--- src/rtl/unified_mem_arbiter.sv ---
// ---------------------------------------------------------------------------
// unified_mem_arbiter
//
// Shares one external memory port between instruction fetch (I) and the
// memory stage (D). D has fixed priority over I, but after MAX_D_STREAK
// back-to-back D grants with I waiting, I is forced to win once. Only one
// memory transaction is outstanding at a time. Completion is signalled to
// each requester with a one-cycle registered *_valid pulse.
//
// State table:
//   state   | meaning
//   IDLE    | no transaction; arbitrate (blocked during a valid pulse cycle)
//   REQ     | mem_req driven with latched fields, waiting for mem_gnt
//   RESP    | request accepted, waiting for mem_rvalid
//
// Ports:
//   clk, reset                      core clock, synchronous active-high reset
//   i_req, i_addr                   fetch request (held until i_valid)
//   i_rdata, i_valid                fetch data and completion pulse
//   d_req, d_addr, d_wdata, d_we    data request (held until d_valid)
//   d_rdata, d_valid                load data and completion pulse
//   mem_req, mem_gnt                request/accept handshake to memory
//   mem_address, mem_write_data,
//   mem_write_enable                registered fields of the transaction
//   mem_rvalid, mem_read_data       memory response
//   err_spurious                    sticky: response seen with nothing outstanding
// ---------------------------------------------------------------------------
module unified_mem_arbiter #(
    parameter int unsigned MAX_D_STREAK = 4,
    parameter int unsigned STREAK_W     = 3
) (
    input  logic        clk,
    input  logic        reset,
    input  logic        i_req,
    input  logic [31:0] i_addr,
    output logic [31:0] i_rdata,
    output logic        i_valid,
    input  logic        d_req,
    input  logic [31:0] d_addr,
    input  logic [31:0] d_wdata,
    input  logic [3:0]  d_we,
    output logic [31:0] d_rdata,
    output logic        d_valid,
    output logic        mem_req,
    input  logic        mem_gnt,
    output logic [31:0] mem_address,
    output logic [31:0] mem_write_data,
    output logic [3:0]  mem_write_enable,
    input  logic        mem_rvalid,
    input  logic [31:0] mem_read_data,
    output logic        err_spurious
);

    typedef enum logic [1:0] {
        ST_IDLE = 2'd0,
        ST_REQ  = 2'd1,
        ST_RESP = 2'd2
    } state_t;

    localparam logic [STREAK_W-1:0] STREAK_MAX = STREAK_W'(MAX_D_STREAK);

    state_t              state, state_nxt;
    logic                owner_d, owner_d_nxt;   // 1: D owns the transaction
    logic [STREAK_W-1:0] streak, streak_nxt;
    logic                grant;
    logic                grant_d;
    logic                complete;
    logic                spurious;

    always_comb begin
        state_nxt   = state;
        owner_d_nxt = owner_d;
        streak_nxt  = streak;
        grant       = 1'b0;
        grant_d     = 1'b0;
        complete    = 1'b0;
        spurious    = 1'b0;
        mem_req     = 1'b0;

        case (state)
            ST_IDLE: begin
                if (mem_rvalid) begin
                    spurious = 1'b1;
                end
                // The valid-pulse cycle is a dead cycle: the requester that was
                // just served may still be holding its request.
                if (!(i_valid || d_valid)) begin
                    if (d_req && i_req) begin
                        grant = 1'b1;
                        if (streak < STREAK_MAX) begin
                            grant_d    = 1'b1;
                            streak_nxt = streak + 1'b1;
                        end else begin
                            grant_d    = 1'b0;
                            streak_nxt = '0;
                        end
                    end else if (d_req) begin
                        grant      = 1'b1;
                        grant_d    = 1'b1;
                        streak_nxt = '0;
                    end else if (i_req) begin
                        grant      = 1'b1;
                        grant_d    = 1'b0;
                        streak_nxt = '0;
                    end else begin
                        streak_nxt = '0;
                    end
                    if (grant) begin
                        state_nxt   = ST_REQ;
                        owner_d_nxt = grant_d;
                    end
                end
            end

            ST_REQ: begin
                mem_req = 1'b1;
                if (mem_gnt) begin
                    // Grant and response in the same cycle completes at once.
                    if (mem_rvalid) begin
                        complete  = 1'b1;
                        state_nxt = ST_IDLE;
                    end else begin
                        state_nxt = ST_RESP;
                    end
                end else if (mem_rvalid) begin
                    spurious = 1'b1;
                end
            end

            ST_RESP: begin
                if (mem_rvalid) begin
                    complete  = 1'b1;
                    state_nxt = ST_IDLE;
                end
            end

            default: begin
                state_nxt = ST_IDLE;
            end
        endcase
    end

    always_ff @(posedge clk) begin
        if (reset) begin
            state            <= ST_IDLE;
            owner_d          <= 1'b0;
            streak           <= '0;
            mem_address      <= '0;
            mem_write_data   <= '0;
            mem_write_enable <= '0;
            i_valid          <= 1'b0;
            d_valid          <= 1'b0;
            i_rdata          <= '0;
            d_rdata          <= '0;
            err_spurious     <= 1'b0;
        end else begin
            state   <= state_nxt;
            owner_d <= owner_d_nxt;
            streak  <= streak_nxt;
            i_valid <= complete && !owner_d;
            d_valid <= complete && owner_d;

            if (complete) begin
                if (owner_d) begin
                    d_rdata <= mem_read_data;
                end else begin
                    i_rdata <= mem_read_data;
                end
            end

            if (grant) begin
                if (grant_d) begin
                    mem_address      <= d_addr;
                    mem_write_data   <= d_wdata;
                    mem_write_enable <= d_we;
                end else begin
                    mem_address      <= i_addr;
                    mem_write_data   <= '0;
                    mem_write_enable <= '0;
                end
            end

            if (spurious) begin
                err_spurious <= 1'b1;
            end
        end
    end

endmodule

--- config.mk ---
export PLATFORM = sky130hd
export DESIGN_NAME = unified_mem_arbiter
export DESIGN_NICKNAME = d
export VERILOG_FILES = /design/src/rtl/unified_mem_arbiter.sv
export SDC_FILE = /design/constraint.sdc
export NUM_CORES = 1
export LEC_CHECK = 0
export ABC_AREA = 0
export BUFFER_PORTS_ARGS = -buffer_cell sky130_fd_sc_hd__buf_2
export CAP_MARGIN = 5
export CELL_PAD_IN_SITES_DETAIL_PLACEMENT = 0
export CELL_PAD_IN_SITES_GLOBAL_PLACEMENT = 1
export CORE_UTILIZATION = 28
export DETAILED_ROUTE_END_ITERATION = 10
export PLACE_DENSITY = 0.75
export SLEW_MARGIN = 5
export SYNTH_ARGS = -nofsm -noshare
export SYNTH_HDL_FRONTEND = slang
export SYNTH_SLANG_ARGS = --single-unit
--- constraint.sdc ---
create_clock -name clk -period 1.61 [get_ports clk]
set_clock_uncertainty 0.05 [all_clocks]
set_input_delay 0.161 -clock clk [delete_from_list [all_inputs] [get_ports clk]]
set_output_delay 0.161 -clock clk [all_outputs]
set_load 0.05 [all_outputs]
==> Word level (Yosys, flattened, before mapping) <==
Index checks and enable logic that the tools add are counted.
{ "totals": {"reg_bits": 141, "wordCells": 61} }
{ "op_classes": {"n_reduce_logical": 11, "add_sub_neg": 1, "muxes": 29, "magnitude_cmp": 1, "eq_ne": 6, "bitwise": 2} }
{ "ops": {"columns": ["operator", "count"], "rows": [
  ["$mux W32", 2],
  ["$mux W1", 16],
  ["$mux W2", 5],
  ["$ne A2 B2 Y1 const B", 4],
  ["$mux W3", 2],
  ["$pmux W2 S3", 1],
  ["$reduce_and A2 Y1", 3],
  ["$mux W4", 1],
  ["$pmux W1 S2", 2],
  ["$reduce_and A4 Y1", 1],
  ["$add A3 B1 Y3 const B", 1],
  ["$logic_and A1 B1 Y1", 3],
  ["$lt A3 B3 Y1 const B", 1],
  ["$reduce_and A3 Y1", 1],
  ["$eq A2 B1 Y1 const B", 1],
  ["$eq A2 B2 Y1 const B", 1],
  ["$logic_not A2 Y1", 1],
  ["$not A1 Y1", 2],
  ["$logic_not A1 Y1", 1],
  ["$logic_or A1 B1 Y1", 1]
]} }

==> Longest topological paths before layout <==
Gate-level depths: netlist of the first run.
{ "logic_depth": {"depth_word": 8, "ltp_mapped": 9, "depth_no_buf": 6} }

==> Worst setup path after synthesis of the first run <==
OpenSTA, ideal clock, no wires.
{ "synth_timing": {"path_type": "reg-to-reg", "start": "register state[1]", "end": "register i_rdata[10]", "slack_ps": -361, "t_arrival_ps": 1788, "stages_incl_launch_ff": 9, "period_less_slack_ps": 1971, "n_path_buf": 2, "setup_ps": 132, "cell_sequence": "dfxtp_1 > inv_1 > ha_1 > a21oi_1 > or3_1 > buf_2 > buf_2 > nand2_1 > a21oi_1"} }
{ "synth_via": {"elab_chain_cells": 3} }
{ "synth_rtl": {"columns": ["element", "line", "text"], "rows": [
  ["start, declared", "62", "state_t state, state_nxt;"],
  ["start signal, assigned", "157", "state <= state_nxt;"],
  ["$eq A2 B2 Y1 or $eq A2 B1 Y1 (tied branches)", "80", "case (state)"],
  ["$pmux W1 S2 (*)", "80", null],
  ["$reduce_and A2 Y1 (no line) (*)", null, null],
  ["end signal, assigned", "167", "i_rdata <= mem_read_data;"],
  ["end, declared", "36", "output logic [31:0] i_rdata,"]
]} }
Every way passes the cells marked *; elsewhere a longest branch is shown, timed or not.
A chain may end at the register's enable or synchronous reset.

==> Worst setup path in the final report of the first run <==
{ "layout_timing": {"start": "register state[0]", "end": "register i_rdata[13]"} }
The elaborated chain is that of the path after synthesis.

==> results.yml, run 1 <==
status:
  status: "finished, violations left"
  violations: "setup timing"
synthesis:
  synth_nets: 820
  synth_warnings: 0
  synth-seq-cells: 141
  yosysSeqAreaShare_pct: 52.3
  synth_cell_types: 31
  synth_area_mm2: 0.00539
  synth.area.top_cells: "dfxtp_1 (52%), nand2_1 (14%), a21oi_1 (13%), a211oi_1 (4.5%), nand3_1 (3.4%)"
  yosysTopAreaCellShare_pct: 52.3
  synth_cells: 677
  synth_area_leader_cell: "dfxtp_1"
  syn_area_per_cell_um2: 7.97
cells_and_area:
  area_delta_synth_final_pct: 81.7
  drive_above_1_share_pct: 43.1
  final_common_cell: "buf_2"
  finalNonFillerCells: 1319
  layout_common_cells: "buf_2 (272), nand2_1 (179), dfxtp_1 (137)"
  fin_area_mm2: 0.00980
  final_nets: 1215
  n_antenna_cell: 0
global_route:
  grt_pass1_wl_um: 30600
  grt_max_degree: 52
  gr-total-overflow: 0
  grt_pass1_vias: 6081
  grt_use_total_pct: 19.6
  antenna_found_initial: 1
timing:
  tightest_slew_ns: 0.391
  rsz0062_at_grt: "true"
  setup_viol: 41
  post-route-period-util_pct: 104
  hold_viol: 0
  fin_ws_ns: -0.0671
  hold_ws_ns: 0.0168
  relSlewSlack_pct: 73.9
  fmax_mhz: 596
  fin_crit_ns: 1.68
  maxSlewViolCount: 0
clock_tree:
  clockRootBuffer: "clkbuf_16"
  cts.htree.levels: 4
  clock-sinks: 141
  cts_tree: "yes"
  clk_pin_slew_ns: 0.07
  clk_latency_ns: 0.42
  cts-buffers-inserted: 17
  clk_path_buf_depth: 2
worst_setup_path:
  worst-r2r-cell-count: 7
  arrival_ns: 1.91
  path_max_fanout: 17
  crit_path_end_kind: "flip-flop"
  crit_required_ns: 1.85
  path_class: "reg -> reg"
  crit_path_start_kind: "flip-flop"
hold_path:
  worstHoldPathType: "in -> reg"
  hold_path_depth: 3
power_and_ir_drop:
  power_mw: 11.7
  ir_drop_mv: 0.733
  p_per_area_mw_per_mm2: 1190
  p_leak_nw: 4.28
drt:
  wirelength_um: 21200
  detail_route.drc_violations: 0
  vias: 6228
  ant_nets: 0
  vias_per_cell: 4.72
  drtIter0Drc: 215
  first_pass_iters: 4
  post_drt_wl_per_cell_um: 16.1
placement:
  routabilityCongestion: 0.757
  pre_cts_ws_ns: -0.0663
  dp_hpwl_um: 12400
  placed_area_mm2: 0.00722
  placedCellCount: 1161
  port_buffers: 273
die:
  pin_count: 274
  initial_core_util_pct: 28.7
  core_area_mm2: 0.0188
  die_w_um: 141
  rows: 50
  fp.dieArea_mm2: 0.0198
  fp.dieH_um: 141
job:
  cap_violations: 0
## final timing paths
kind,start,to,slack (ns)
hold / removal,d_addr[0],mem_address[0],0.02
hold reg to reg,mem_write_data[16],mem_write_data[16],0.40
setup reg to reg,state[0],i_rdata[13],-0.07
setup / recovery,state[0],i_rdata[13],-0.07
## timing repair
action | CTS | global route
pin swaps | 7 | 37
gates cloned | 3 | 11
gates resized for setup | 19 | 124
endpoints found under the setup margin | 73 | 136
hold buffers | 102 | 0
setup buffers | 1 | 9
hold endpoints to repair | 132 | 0
## routing by layer
layer | share of wire [%] | GRT usage [%] | wire, µm
met1 | 42 | 22.5 | 8890
met2 | 50 | 34.2 | 10500
met3 | 6.9 | 6.28 | 1460
met4 | 1.5 | 6.41 | 309
met5 | 0.061 | 0 | 13
## where the power goes
part           switching, mW  internal [mW]
combinational           2.23           1.46
clock                   1.58           2.49
sequential             0.142           3.76
total                   3.96           7.71
## state kept, by name, indices dropped and copies added (netlist names)
| register | flops |
|---|---|
| d_rdata | 32 |
| d_valid | 1 |
| err_spurious | 1 |
| i_rdata | 32 |
| i_valid | 1 |
| mem_address | 32 |
| mem_write_data | 32 |
| mem_write_enable | 4 |
| owner_d | 1 |
| state | 2 |
| streak | 3 |
## synth_stat cells, drive strengths merged
| cell type | count |
|---|---|
| a211oi | 32 |
| a21boi | 1 |
| a21o | 1 |
| a21oi | 136 |
| a22oi | 2 |
| and2 | 2 |
| and3 | 1 |
| and3b | 1 |
| buf | 31 |
| clkbuf | 25 |
| dfxtp | 141 |
| ha | 5 |
| inv | 4 |
| mux2i | 1 |
| nand2 | 202 |
| nand3 | 37 |
| nand3b | 1 |
| nor2 | 41 |
| nor2b | 1 |
| nor3 | 2 |
| nor3b | 1 |
| o21ai | 2 |
| o22ai | 1 |
| o31a | 1 |
| o31ai | 1 |
| or3 | 2 |
| or3b | 1 |
| or4 | 1 |
## per-stage QoR
stage | util, % | TNS (ns)
after floorplan | - | -0.678
after global placement | 38.5 | -0.578
after detailed placement | 38.5 | -2.44
after CTS | 48.0 | -0.878
after global routing | 52.2 | -7.62
final | 52.2 | -1.22
## cells by family (layout without fill, tap and decap cells)
kind of cell	count (synthesis)	in the layout	share of synthesized area, %
multiplexers	1	1	0.186
adder cells (fa/ha/maj)	5	5	1.16
buffers and inverters	60	468	5.85
AND/OR/NAND/NOR	293	293	22.2
flip-flops	141	141	52.3
AO/OA/AOI/OAI	177	177	18.3
## critical path, stage by stage, from the launching register on
cell     delay [ns]
dfxtp_2        0.35
inv_4          0.05
ha_4           0.27
nand2_4        0.06
or3_4          0.43
buf_12         0.18
nand2_1        0.08
a21oi_1        0.07
## area by class of cell
class	count	area, µm²
multi-input cells	476	2780
flip-flops and latches	141	2830
clock inverters	13	165
clock buffers	19	443
well taps	234	293
repair buffers	432	3270
fillers	1718	8970
inverters	4	22.5
Note: power is estimated with default switching activity, not from simulation.
==> run 2, diff against run 1 <==
--- a/config.mk
+++ b/config.mk
@@ -6,13 +6,13 @@
 export NUM_CORES = 1
 export LEC_CHECK = 0
 export ABC_AREA = 0
-export BUFFER_PORTS_ARGS = -buffer_cell sky130_fd_sc_hd__buf_2
 export CAP_MARGIN = 5
 export CELL_PAD_IN_SITES_DETAIL_PLACEMENT = 0
 export CELL_PAD_IN_SITES_GLOBAL_PLACEMENT = 1
-export CORE_UTILIZATION = 28
+export CORE_UTILIZATION = 39
 export DETAILED_ROUTE_END_ITERATION = 10
-export PLACE_DENSITY = 0.75
+export DONT_BUFFER_PORTS = 1
+export PLACE_DENSITY = 0.74
 export SLEW_MARGIN = 5
 export SYNTH_ARGS = -nofsm -noshare
 export SYNTH_HDL_FRONTEND = slang
==> run 2 against run 1 <==
Net effect: the flow finishes with violations (hold timing, setup timing); first-iteration DRC count increased by 16%; sequential power rose by 7.2%; critical path depth unchanged; setup slack better by 0.031 ns; utilization up 2.2 points; flip-flop and latch count did not move; via count shrank 20%; highest routed layer is now met4; clock power shrank 3%; global-route usage increased by 2.1 points; combinational power shrank 32%; maximum frequency increased by 1.9%.
==> results.yml, run 2 (synthesis results as in run 1) <==
status:
  status: "finished, violations left"
  violations: "hold timing, setup timing"
die:
  core_area_mm2: 0.0133
  rows: 42
  die_w_um: 120
  pin_count: 274
  initial_core_util_pct: 40.4
  fp.dieArea_mm2: 0.0143
  fp.dieH_um: 120
clock_tree:
  clk_pin_slew_ns: 0.06
  cts-buffers-inserted: 17
  clockRootBuffer: "clkbuf_16"
  clk_latency_ns: 0.41
  cts_tree: "yes"
  clk_path_buf_depth: 2
  clock-sinks: 141
  cts.htree.levels: 4
global_route:
  grt_busiest_layer: "met2"
  grt_pass1_wl_um: 24100
  grt_use_met1_pct: 22.5
  gr-total-overflow: 0
  use_met3_pct: 9.32
  grt_use_total_pct: 21.6
  grt_max_degree: 143
  grtUsageMet2_pct: 37.4
  grt_pass1_vias: 4816
  antenna_found_initial: 0
timing:
  relSlewSlack_pct: 61.5
  setup_tns_ns: -0.459
  rsz0062_at_grt: "true"
  setup_viol: 39
  fin_ws_ns: -0.0361
  fin_crit_ns: 1.65
  maxSlewViolCount: 0
  hold_viol: 141
  hold_ws_ns: -0.239
  post-route-period-util_pct: 102
  tightest_slew_ns: 0.576
  fmax_mhz: 607
power_and_ir_drop:
  p_seq_share_pct: 39.4
  clock_power_share_pct: 37.0
  p_sw_share_pct: 33.0
  switchingPower_mw: 3.51
  p_leak_nw: 2.69
  p_comb_share_pct: 23.6
  power_mw: 10.6
  ir_drop_mv: 0.616
  p_per_area_mw_per_mm2: 1460
  p_int_mw: 7.12
placement:
  dp_hpwl_um: 9960
  routabilityCongestion: 0.770
  port_buffers: 0
  pre_cts_ws_ns: -0.103
worst_setup_path:
  worst-r2r-cell-count: 7
  arrival_ns: 1.90
  reg2reg_from: "state[1]"
  crit_path_start_kind: "flip-flop"
  regToRegEndpoint: "i_rdata[1]"
  r2r_slack_ns: -0.04
  worstSetupEndpoint: "i_rdata[1]"
  path_max_fanout: 16
  critPathLaunch: "state[1]"
  crit_required_ns: 1.86
  path_class: "reg -> reg"
  crit_path_end_kind: "flip-flop"
cells_and_area:
  n_antenna_cell: 0
  final_nets: 876
  area_delta_synth_final_pct: 34.6
  drive_above_1_share_pct: 28.8
  layout_common_cells: "nand2_1 (175), dfxtp_1 (137), a21oi_1 (102)"
  fillCellCount: 1254
  final_common_cell: "nand2_1"
drt:
  vias_per_cell: 5.43
  drtIter0Drc: 249
  first_pass_iters: 4
  post_drt_wl_per_cell_um: 18.4
  wirelength_um: 17000
  vias: 5008
  detail_route.drc_violations: 0
  ant_nets: 0
hold_path:
  worstHoldPathType: "in -> reg"
  hold_path_depth: 1
job:
  cap_violations: 0
run 2: cell types whose count changed in the layout (fill, tap and decap cells not counted), moves of 7 or more:
cell	change
buf_2	-272
nand2_4	-16
dlygate4sd3_1	-102
a21oi_2	-7
nand3_1	+9
buf_6	-9
buf_4	+52
nand2_2	+20
nand3_2	-7
a21oi_1	+8
run 2: what timing repair did:
action,4_1_cts,5_1_grt
cloned,4,8
pin swaps,12,42
buffers inserted,1,4
setup endpoints to repair,98,135
endpoints found under the hold margin,141,141
resized for setup,21,72
run 2: worst min-delay path by stage:
stage                          start                   to  slack (ns)
global placement               reset  mem_write_enable[2]        0.19
global route                   reset      mem_address[22]       -0.27
floorplan           mem_read_data[0]           i_rdata[0]        0.25
detailed placement             reset  mem_write_enable[1]        0.19
CTS                            reset  mem_write_enable[2]       -0.26
finish                         reset      mem_address[22]       -0.24
run 2: worst max-delay path, stage by stage, from the launching register on:
cell and delay [ns]:
dfxtp_2 0.35, inv_4 0.05, ha_4 0.26, nand2_2 0.05, or3_4 0.43, buf_16 0.18, nand2_1 0.07, a21oi_1 0.08
run 2: metrics by stage:
stage / utilization [%] / area (µm²) / cells
2_1_floorplan: - / 5450 / 677
3_3_place_gp: 45.3 / 6050 / 875
3_5_place_dp: 45.3 / 6050 / 875
4_1_cts: 51.3 / 6850 / 912
5_1_grt: 54.4 / 7260 / 922
6_report: 54.4 / 7260 / 922
run 2: power groups by stage:
stage | Sequential, mW | Clock [mW] | Combinational, mW
floorplan | 4.83 | 0 | 1.04
global placement | 4.24 | 0 | 2.14
detailed placement | 4.25 | 0 | 2.19
CTS | 4.18 | 4.02 | 2.33
global route | 4.21 | 4.18 | 2.67
finish | 4.18 | 3.94 | 2.50
run 2: layout make-up:
class	instances	area, µm²	area share (%)
inverter	4	20.0	0.276
clock buffer	18	429	5.91
multi-input combinational	476	2580	35.6
tap	176	220	3.03
sequential	141	2830	39.0
timing repair buffer	93	1010	13.9
clock inverter	14	169	2.33
run 2: layer usage:
layer  share of wire [%]  wire length [µm]  up-vias
met5                   0                 0        -
met4                 2.5               423        0
met3                 9.9              1670       31
met2                  50              8540      242
met1                  37              6340     2351
li1                    -                 -     2384
